--- config.mk ---
export PLATFORM = sky130hd
export DESIGN_NAME = winograd_tile_feeder
export DESIGN_NICKNAME = d
export VERILOG_FILES = /design/src/rtl/winograd_tile_feeder.sv
export SDC_FILE = /design/constraint.sdc
export NUM_CORES = 1
export LEC_CHECK = 0
export BUFFER_PORTS_ARGS = -buffer_cell sky130_fd_sc_hd__buf_2
export CELL_PAD_IN_SITES_DETAIL_PLACEMENT = 0
export CELL_PAD_IN_SITES_GLOBAL_PLACEMENT = 2
export CORE_ASPECT_RATIO = 0.7
export CORE_MARGIN = 4
export CORE_UTILIZATION = 27
export CTS_CLUSTER_SIZE = 25
export DETAILED_ROUTE_END_ITERATION = 8
export PLACE_DENSITY_LB_ADDON = 0.1
export SYNTH_ARGS = -nofsm -noshare
export SYNTH_HDL_FRONTEND = slang
export SYNTH_SLANG_ARGS = --single-unit
--- constraint.sdc ---
create_clock -name clk -period 1.7 [get_ports clk]
set_input_delay 0.34 -clock clk [delete_from_list [all_inputs] [get_ports clk]]
set_output_delay 0.34 -clock clk [all_outputs]
set_load 0.03 [all_outputs]
--- src/rtl/winograd_tile_feeder.sv ---
// winograd_tile_feeder: builds stride-2 4-sample tiles and holds F(2,3) taps.
// Define WTF_ZERO_PAD_EN for "same" padding (one zero at each row end).
module winograd_tile_feeder #(
  parameter int DATA_W  = 32,
  parameter int ROW_LEN = 16
) (
  input  logic              clk,
  input  logic              rst_n,
  input  logic              in_valid,
  output logic              in_ready,
  input  logic [DATA_W-1:0] in_data,
  input  logic              w_load,
  input  logic [DATA_W-1:0] w_in1,
  input  logic [DATA_W-1:0] w_in2,
  input  logic [DATA_W-1:0] w_in3,
  output logic              w_err,
  output logic              out_valid,
  input  logic              out_ready,
  output logic              out_last,
  output logic [DATA_W-1:0] r1_x,
  output logic [DATA_W-1:0] r2_x,
  output logic [DATA_W-1:0] r3_x,
  output logic [DATA_W-1:0] r4_x,
  output logic [DATA_W-1:0] r1_w,
  output logic [DATA_W-1:0] r2_w,
  output logic [DATA_W-1:0] r3_w
);

  typedef enum logic [1:0] {
    FILL,
    OUT,
    STEP
  } state_t;

`ifdef WTF_ZERO_PAD_EN
  localparam int NT = ROW_LEN / 2;
  localparam logic [1:0] FILL_END = 2'd2;
`else
  localparam int NT = (ROW_LEN - 2) / 2;
  localparam logic [1:0] FILL_END = 2'd3;
`endif
  localparam int TW = (NT > 1) ? $clog2(NT) : 1;
  localparam logic [TW-1:0] LAST = TW'(NT - 1);

  state_t state_q, state_d;
  logic [1:0] col_q, col_d;
  logic [TW-1:0] tile_q, tile_d;
  logic [3:0][DATA_W-1:0] win_q, win_d;
  logic accept;
  logic last_tile;
  logic inject;
  logic w_ok;

  assign last_tile = tile_q == LAST;
  assign out_valid = state_q == OUT;
  assign out_last  = out_valid && last_tile;

`ifdef WTF_ZERO_PAD_EN
  assign inject = state_q == STEP
               && last_tile
               && col_q == 2'd1;
`else
  assign inject = 1'b0;
`endif

  assign in_ready = rst_n && !out_valid && !inject;
  assign accept   = in_valid && in_ready;
  assign w_ok     = state_q == FILL && col_q == 2'd0;

  assign r1_x = win_q[0];
  assign r2_x = win_q[1];
  assign r3_x = win_q[2];
  assign r4_x = win_q[3];

  // Registers for FSM state, counters and the sample window
  always_ff @(posedge clk or negedge rst_n) begin
    if (!rst_n) begin
      state_q <= FILL;
      col_q   <= '0;
      tile_q  <= '0;
      win_q   <= '0;
    end else begin
      state_q <= state_d;
      col_q   <= col_d;
      tile_q  <= tile_d;
      win_q   <= win_d;
    end
  end

  // Next state: count samples per phase, shift window, advance tiles
  always_comb begin
    state_d = state_q;
    col_d   = col_q;
    tile_d  = tile_q;
    win_d   = win_q;
    if (accept) begin
      win_d = {in_data, win_q[3:1]};
    end
    unique case (state_q)
      FILL: begin
        if (accept) begin
          if (col_q == FILL_END) begin
            state_d = OUT;
            col_d   = '0;
          end else begin
            col_d = col_q + 2'd1;
          end
        end
      end
      OUT: begin
        if (out_ready) begin
          if (last_tile) begin
            state_d = FILL;
            col_d   = '0;
            tile_d  = '0;
            win_d   = '0;
          end else begin
            state_d = STEP;
            tile_d  = tile_q + TW'(1);
          end
        end
      end
      STEP: begin
        if (inject) begin
          win_d   = {{DATA_W{1'b0}}, win_q[3:1]};
          state_d = OUT;
          col_d   = '0;
        end else if (accept) begin
          if (col_q == 2'd1) begin
            state_d = OUT;
            col_d   = '0;
          end else begin
            col_d = 2'd1;
          end
        end
      end
      default: begin
        state_d = FILL;
        col_d   = '0;
        tile_d  = '0;
        win_d   = '0;
      end
    endcase
  end

  // Filter taps load only while the row is idle; else flag an error
  always_ff @(posedge clk or negedge rst_n) begin
    if (!rst_n) begin
      r1_w  <= '0;
      r2_w  <= '0;
      r3_w  <= '0;
      w_err <= 1'b0;
    end else begin
      w_err <= w_load && !w_ok;
      if (w_load && w_ok) begin
        r1_w <= w_in1;
        r2_w <= w_in2;
        r3_w <= w_in3;
      end
    end
  end

endmodule
==> metrics.yaml, run 1 <==
status:
  status: "finished with violations"
  violations: "setup timing"
worst_setup_path:
  crit_type: "register to output pin"
  crit_arrival_ns: 1.47
  slowest_delay_ns: 0.39
  crit_family: "buffers and inverters"
  startpoint_type: "register"
  cpMaxStageDelayCell: "dfrtp_1"
  worst_ep_required_time_ns: 1.36
  crit_path_end_kind: "output pin"
  crit_chain: "buf_6 -> nand2b_4 -> buf_12 -> clkinv_8 -> buf_8"
  cp_max_fo: 5
  critPathBufInv: 4
finish:
  fin_nets: 1355
  layout_common_cells: "buf_2, dfrtp_1, a21oi_1, nand3_1, o21ai_0"
  final_common_cell: "buf_2"
  n_fill_cell: 3516
  layout-drive-gt1-share: 0.4672
  final_cell_area_um2: 13580
  regArea_um2: 5807
  areaGrowthSynthToFinish_pct: 40.20
  instances_no_fill: 1705
  antennaDiodeCount: 0
  multi_input_area_um2: 3598
detailed_routing:
  viasPerCell: 4.778
  dr_wl_met2_mm: 16.77
  drt_wl_total_mm: 37.79
  wl_met1_mm: 18.12
  dr_wl_met3_mm: 1.936
  drcViolationCount: 0
  wl_per_cell_um: 22.16
  antenna_left: 0
  drtPass1Iterations: 4
  vias: 8146
  first_iter_violations: 582
  topRoutingLayerUsed: "met5"
power_and_ir_drop:
  switching_share: 0.4426
  intPower_mw: 16.58
  p_comb_frac: 0.486
  p_sw_mw: 13.17
  total_power_mw: 29.74
  peakVddDrop_mv: 0.8388
  power_per_cell_area_nw_per_um2: 2190
  clockPowerShare: 0.186
  p_leak_nw: 6.471
  seqPwrFrac: 0.328
timing:
  setup_viol: 58
  max_freq_ghz: 0.5512
  rsz0062_at_grt: "yes"
  holdWs_ns: 0.03374
  finalCritPeriodShare: 1.067
  worst_slack_ns: -0.1141
  drv_slew: 0
  finalHoldViolCount: 0
  fin_crit_ns: 1.814
  fin_skew_ns: 0.009748
  totalNegativeSetupSlack_ns: -1.908
  slew-limit-headroom: 0.4840
  worstMarginPinSlew_ns: 0.7740
synthesis:
  ys_ff_latch: 232
  netlist_area_um2: 9688
  yosys_warnings: 0
  ys_top_cells_by_area: "dfrtp_1, a21oi_1, nand3_1"
  synth_cell_types: 32
  synth_seq_area_share: 0.5993
  avgSynthCellArea_um2: 11.45
  synth.net_count: 982
  synth_top_cell_by_area: "dfrtp_1"
  syn_inst: 846
  yosysTopAreaCellShare: 0.5993
global_route:
  grt_max_degree: 121
  grt_pass1_vias: 8290
  track_usage: 0.1790
  grt_pass1_wl_mm: 54.61
  antenna_found_initial: 2
  overflow: 0
place:
  place_area_um2: 12190
  gp_congestion: 0.7650
  dp.cells: 1633
  port-buffer-count: 360
  hpwl_mm: 25.30
clock_tree:
  root_buffer: "clkbuf_16"
  cts_tree: "done"
  clk_pin_slew_ns: 0.06
  clockBufferDepth: 3
  htree_levels: 1
  cts-buffers-inserted: 26
  insertion_delay_ns: 0.54
  cts_sinks: 232
floorplanning:
  core_area_um2: 35020
  start_util: 0.2767
  rows: 57
  pin_count: 361
  dieHeight_um: 166.5
  dieArea_um2: 39020
  die_x_um: 234.4
job:
  maxCapViolCount: 0
hold_path:
  hp-class: "input pin to register"
==> final timing paths <==
kind                            start   endpoint  slack, ns  cells after the start
hold reg to reg              r1_w[26]   r1_w[26]       0.50                      1
min in group asynchronous       rst_n   r4_x[29]       0.45                      3
max in group asynchronous       rst_n   r2_w[30]       0.52                      3
hold / removal              w_in2[23]   r2_w[23]       0.03                      2
setup reg to reg           state_q[0]   r3_w[10]      -0.07                      6
setup / recovery           state_q[0]  out_valid      -0.11                      5
==> power groups by stage <==
stage | combinational (mW) | clock (mW) | sequential (mW)
finish | 14.5 | 5.53 | 9.75
global route | 15.3 | 5.95 | 10.1
CTS | 13.6 | 5.72 | 9.74
detailed placement | 13.5 | 0 | 9.79
global placement | 13.4 | 0 | 9.80
floorplan | 4.22 | 0 | 14.2
==> cell type report <==
cell class	count	share of cell area
multi-input combinational	523	0.2649
clock inverter	3	0.001474
sequential	232	0.4275
inverter	6	0.002579
timing repair buffer	429	0.2004
clock buffer	39	0.05895
tap	472	0.04348
timing repair inverter	1	0.0006448
==> repair_timing <==
action	in CTS	in global routing
gates cloned	0	9
hold buffers	4	0
setup endpoints to repair	3	97
gates resized for setup	10	53
pin swaps	2	3
setup buffers	3	14
endpoints found under the hold margin	134	0
==> logic make-up after synthesis <==
family,after synthesis,synth area share
compound gates,272,0.1445
flops,232,0.5993
simple gates,151,0.07839
mux,96,0.1271
buf+inv,92,0.04688
fa+ha+maj,3,0.003875
==> sequential cells by signal (all words and copies together) (netlist names) <==
signal and count:
r1_w 32, r1_x 32, r2_w 32, r2_x 32
r3_w 32, r3_x 32, r4_x 32, tile_q 3
col_q 2, state_q 2, w_err 1
==> routing by layer <==
layer,up-vias,global-route usage
li1,3780,-
met1,4094,0.2678
met2,220,0.2677
met3,48,0.03449
met4,4,0.04260
met5,-,0
==> synthesized netlist by cell type <==
cell,number
o21ai_1,1
inv_2,1
buf_2,39
mux2_2,56
inv_1,5
nor3_1,4
o21ai_0,128
nand2b_1,2
clkbuf_1,38
nand3_1,130
o211ai_1,1
nand2_1,5
buf_4,2
o31ai_1,2
dfrtp_1,232
a2bb2oi_1,1
nor2_1,4
o32ai_1,3
mux2_4,40
nor3b_1,1
nor2b_1,1
and2_1,2
a31oi_1,2
a21boi_0,1
a311o_1,1
and3_1,1
a21oi_1,130
o21a_1,1
ha_1,3
and4b_1,1
buf_6,7
o2bb2ai_1,1
==> per-stage QoR <==
step / worst slack (ns) / utilization
floorplan: 0.06089 / -
global placement: 0.05218 / 0.3480
global route: -0.1764 / 0.3879
detailed placement: 0.03309 / 0.3480
CTS: -0.1512 / 0.3741
finish: -0.1141 / 0.3879
No activity file was read; power rests on OpenSTA's default activity.
==> inputs of run 2 (changes only) <==
--- a/config.mk
+++ b/config.mk
@@ -14,6 +14,7 @@
 export CTS_CLUSTER_SIZE = 25
 export DETAILED_ROUTE_END_ITERATION = 8
 export PLACE_DENSITY_LB_ADDON = 0.1
+export SKIP_LAST_GASP = 1
 export SYNTH_ARGS = -nofsm -noshare
 export SYNTH_HDL_FRONTEND = slang
 export SYNTH_SLANG_ARGS = --single-unit
==> run 2 against run 1 <==
Against the previous run:
- the flow still finishes with violations (setup timing)
- clock power barely moved
- core utilization fell by 0.14 points
- die area did not move
- critical path type unchanged
- hold slack barely moved
- first-iteration DRC count fell by 3.6%
- critical path depth did not move
- clock-buffer cell count did not move
- total power fell by 0.31%
==> metrics.yaml, run 2 (synthesis gave the netlist of run 1 again) <==
clock_tree:
  cts_sinks: 232
  root_buffer: "clkbuf_16"
  insertion_delay_ns: 0.53
  clk_pin_slew_ns: 0.06
  cts_tree: "done"
  htree_levels: 1
  cts-buffers-inserted: 26
  clockBufferDepth: 3
finish:
  final_common_cell: "buf_2"
  n_fill_cell: 3521
  layout-drive-gt1-share: 0.4643
  areaGrowthSynthToFinish_pct: 39.71
  fin_nets: 1354
  layout_common_cells: "buf_2, dfrtp_1, nand3_1, a21oi_1, o21ai_0"
worst_setup_path:
  crit_type: "register to output pin"
  crit_chain: "buf_6 -> nand2b_4 -> buf_12 -> clkinv_8 -> buf_6"
  reg2reg_from: "state_q[0]"
  ff2ff_path_depth: 6
  cp_max_fo: 6
  crit_path_frequent_cell: "buf_6"
  crit_path_end_kind: "output pin"
  crit_arrival_ns: 1.47
  r2r_slack_ns: -0.07
  slowest_delay_ns: 0.40
  worst_ep_required_time_ns: 1.36
  r2r-end: "r3_w[10]"
  startpoint_type: "register"
  cpMaxStageDelayCell: "dfrtp_1"
place:
  hpwl_mm: 25.30
  port-buffer-count: 360
  dp_slack_ns: 0.03309
  gp_congestion: 0.7650
timing:
  holdWs_ns: 0.03410
  finalHoldViolCount: 0
  totalNegativeSetupSlack_ns: -1.816
  fin_skew_ns: 0.006363
  setup_viol: 57
  fin_crit_ns: 1.812
  worstMarginPinSlew_ns: 0.7742
  worst_slack_ns: -0.1120
  slew-limit-headroom: 0.4838
  finalCritPeriodShare: 1.066
  max_freq_ghz: 0.5519
  drv_slew: 0
  rsz0062_at_grt: "yes"
global_route:
  grt_max_degree: 121
  antenna_found_initial: 2
  overflow: 0
  grt_pass1_vias: 8290
  track_usage: 0.1790
  grt_pass1_wl_mm: 54.61
detailed_routing:
  vias: 8108
  drcViolationCount: 0
  drt_wl_total_mm: 37.63
  drtPass1Iterations: 4
  antenna_left: 0
  wl_per_cell_um: 22.07
  first_iter_violations: 561
  viasPerCell: 4.755
floorplanning:
  dieArea_um2: 39020
  pin_count: 361
  die_x_um: 234.4
  rows: 57
  start_util: 0.2767
  core_area_um2: 35020
  dieHeight_um: 166.5
power_and_ir_drop:
  peakVddDrop_mv: 0.8416
  power_per_cell_area_nw_per_um2: 2191
  switching_share: 0.4423
  p_sw_mw: 13.12
  intPower_mw: 16.54
  p_leak_nw: 6.452
  p_comb_frac: 0.485
  clockPowerShare: 0.186
  seqPwrFrac: 0.329
hold_path:
  hp-class: "input pin to register"
  min_to: "r2_w[23]"
  min_path_cells: 2
  hold_path.startpoint: "w_in2[23]"
status:
  status: "finished with violations"
  violations: "setup timing"
job:
  maxCapViolCount: 0
## run 2: worst max path at each step
stage,depth (start not counted),start,end,slack (ns)
final,5,state_q[0],out_valid,-0.11
after global routing,3,tile_q[2],out_last,-0.18
after CTS,3,state_q[1],out_last,-0.15
after detailed placement,5,col_q[1],r3_w[11],0.03
after global placement,5,col_q[1],r3_w[0],0.05
after floorplan,5,state_q[1],out_last,0.06
## run 2: worst max-delay path: cells and delay by family, from the launching register on
family	cells	cell delay (ns)
buffers and inverters	4	0.44
AND/OR/NAND/NOR	1	0.10
flip-flops	1	0.40
## run 2: final cells by class
| cell class | count | area [µm²] | area share |
|---|---|---|---|
| diodes | 1 | 2.502 | 0.0001849 |
| clock buffers | 39 | 800.8 | 0.05916 |
| clock inverters | 3 | 20.02 | 0.001479 |
| inverters | 6 | 35.03 | 0.002588 |
| multi-input cells | 523 | 3582 | 0.2647 |
| flip-flops and latches | 232 | 5807 | 0.4290 |
| well taps | 472 | 590.6 | 0.04363 |
| repair buffers | 429 | 2698 | 0.1993 |
## run 2: per-layer routing
layer	track usage	vias to the layer above	wire, µm
met5	0	-	34
met3	0.03449	48	1873
met2	0.2677	204	16710
li1	-	3771	-
met4	0.04260	4	936
met1	0.2678	4081	18080
## run 2: per-stage QoR
step	area [µm²]	total power [mW]	utilization	std cells
global route	13530	31.30	0.3865	1704
detailed placement	12190	23.27	0.3480	1633
finish	13540	29.65	0.3865	1705
CTS	13100	29.02	0.3740	1682
global placement	12190	23.17	0.3480	1633
floorplan	9699	18.42	-	846
## run 2: power by group through the flow
stage / Sequential [mW] / Clock, mW / Combinational, mW
finish: 9.75 / 5.51 / 14.4
global route: 10.1 / 5.95 / 15.2
global placement: 9.80 / 0 / 13.4
floorplan: 14.2 / 0 / 4.22
CTS: 9.74 / 5.72 / 13.6
detailed placement: 9.79 / 0 / 13.5
## run 2: repair_timing
item                                    in CTS  in global routing
buffers inserted                             3                 14
endpoints found under the setup margin       3                 97
hold buffers                                 4                  0
resized for setup                            9                 40
hold endpoints to repair                   134                  0
cloned                                       0                  8
pin swaps                                    1                  3
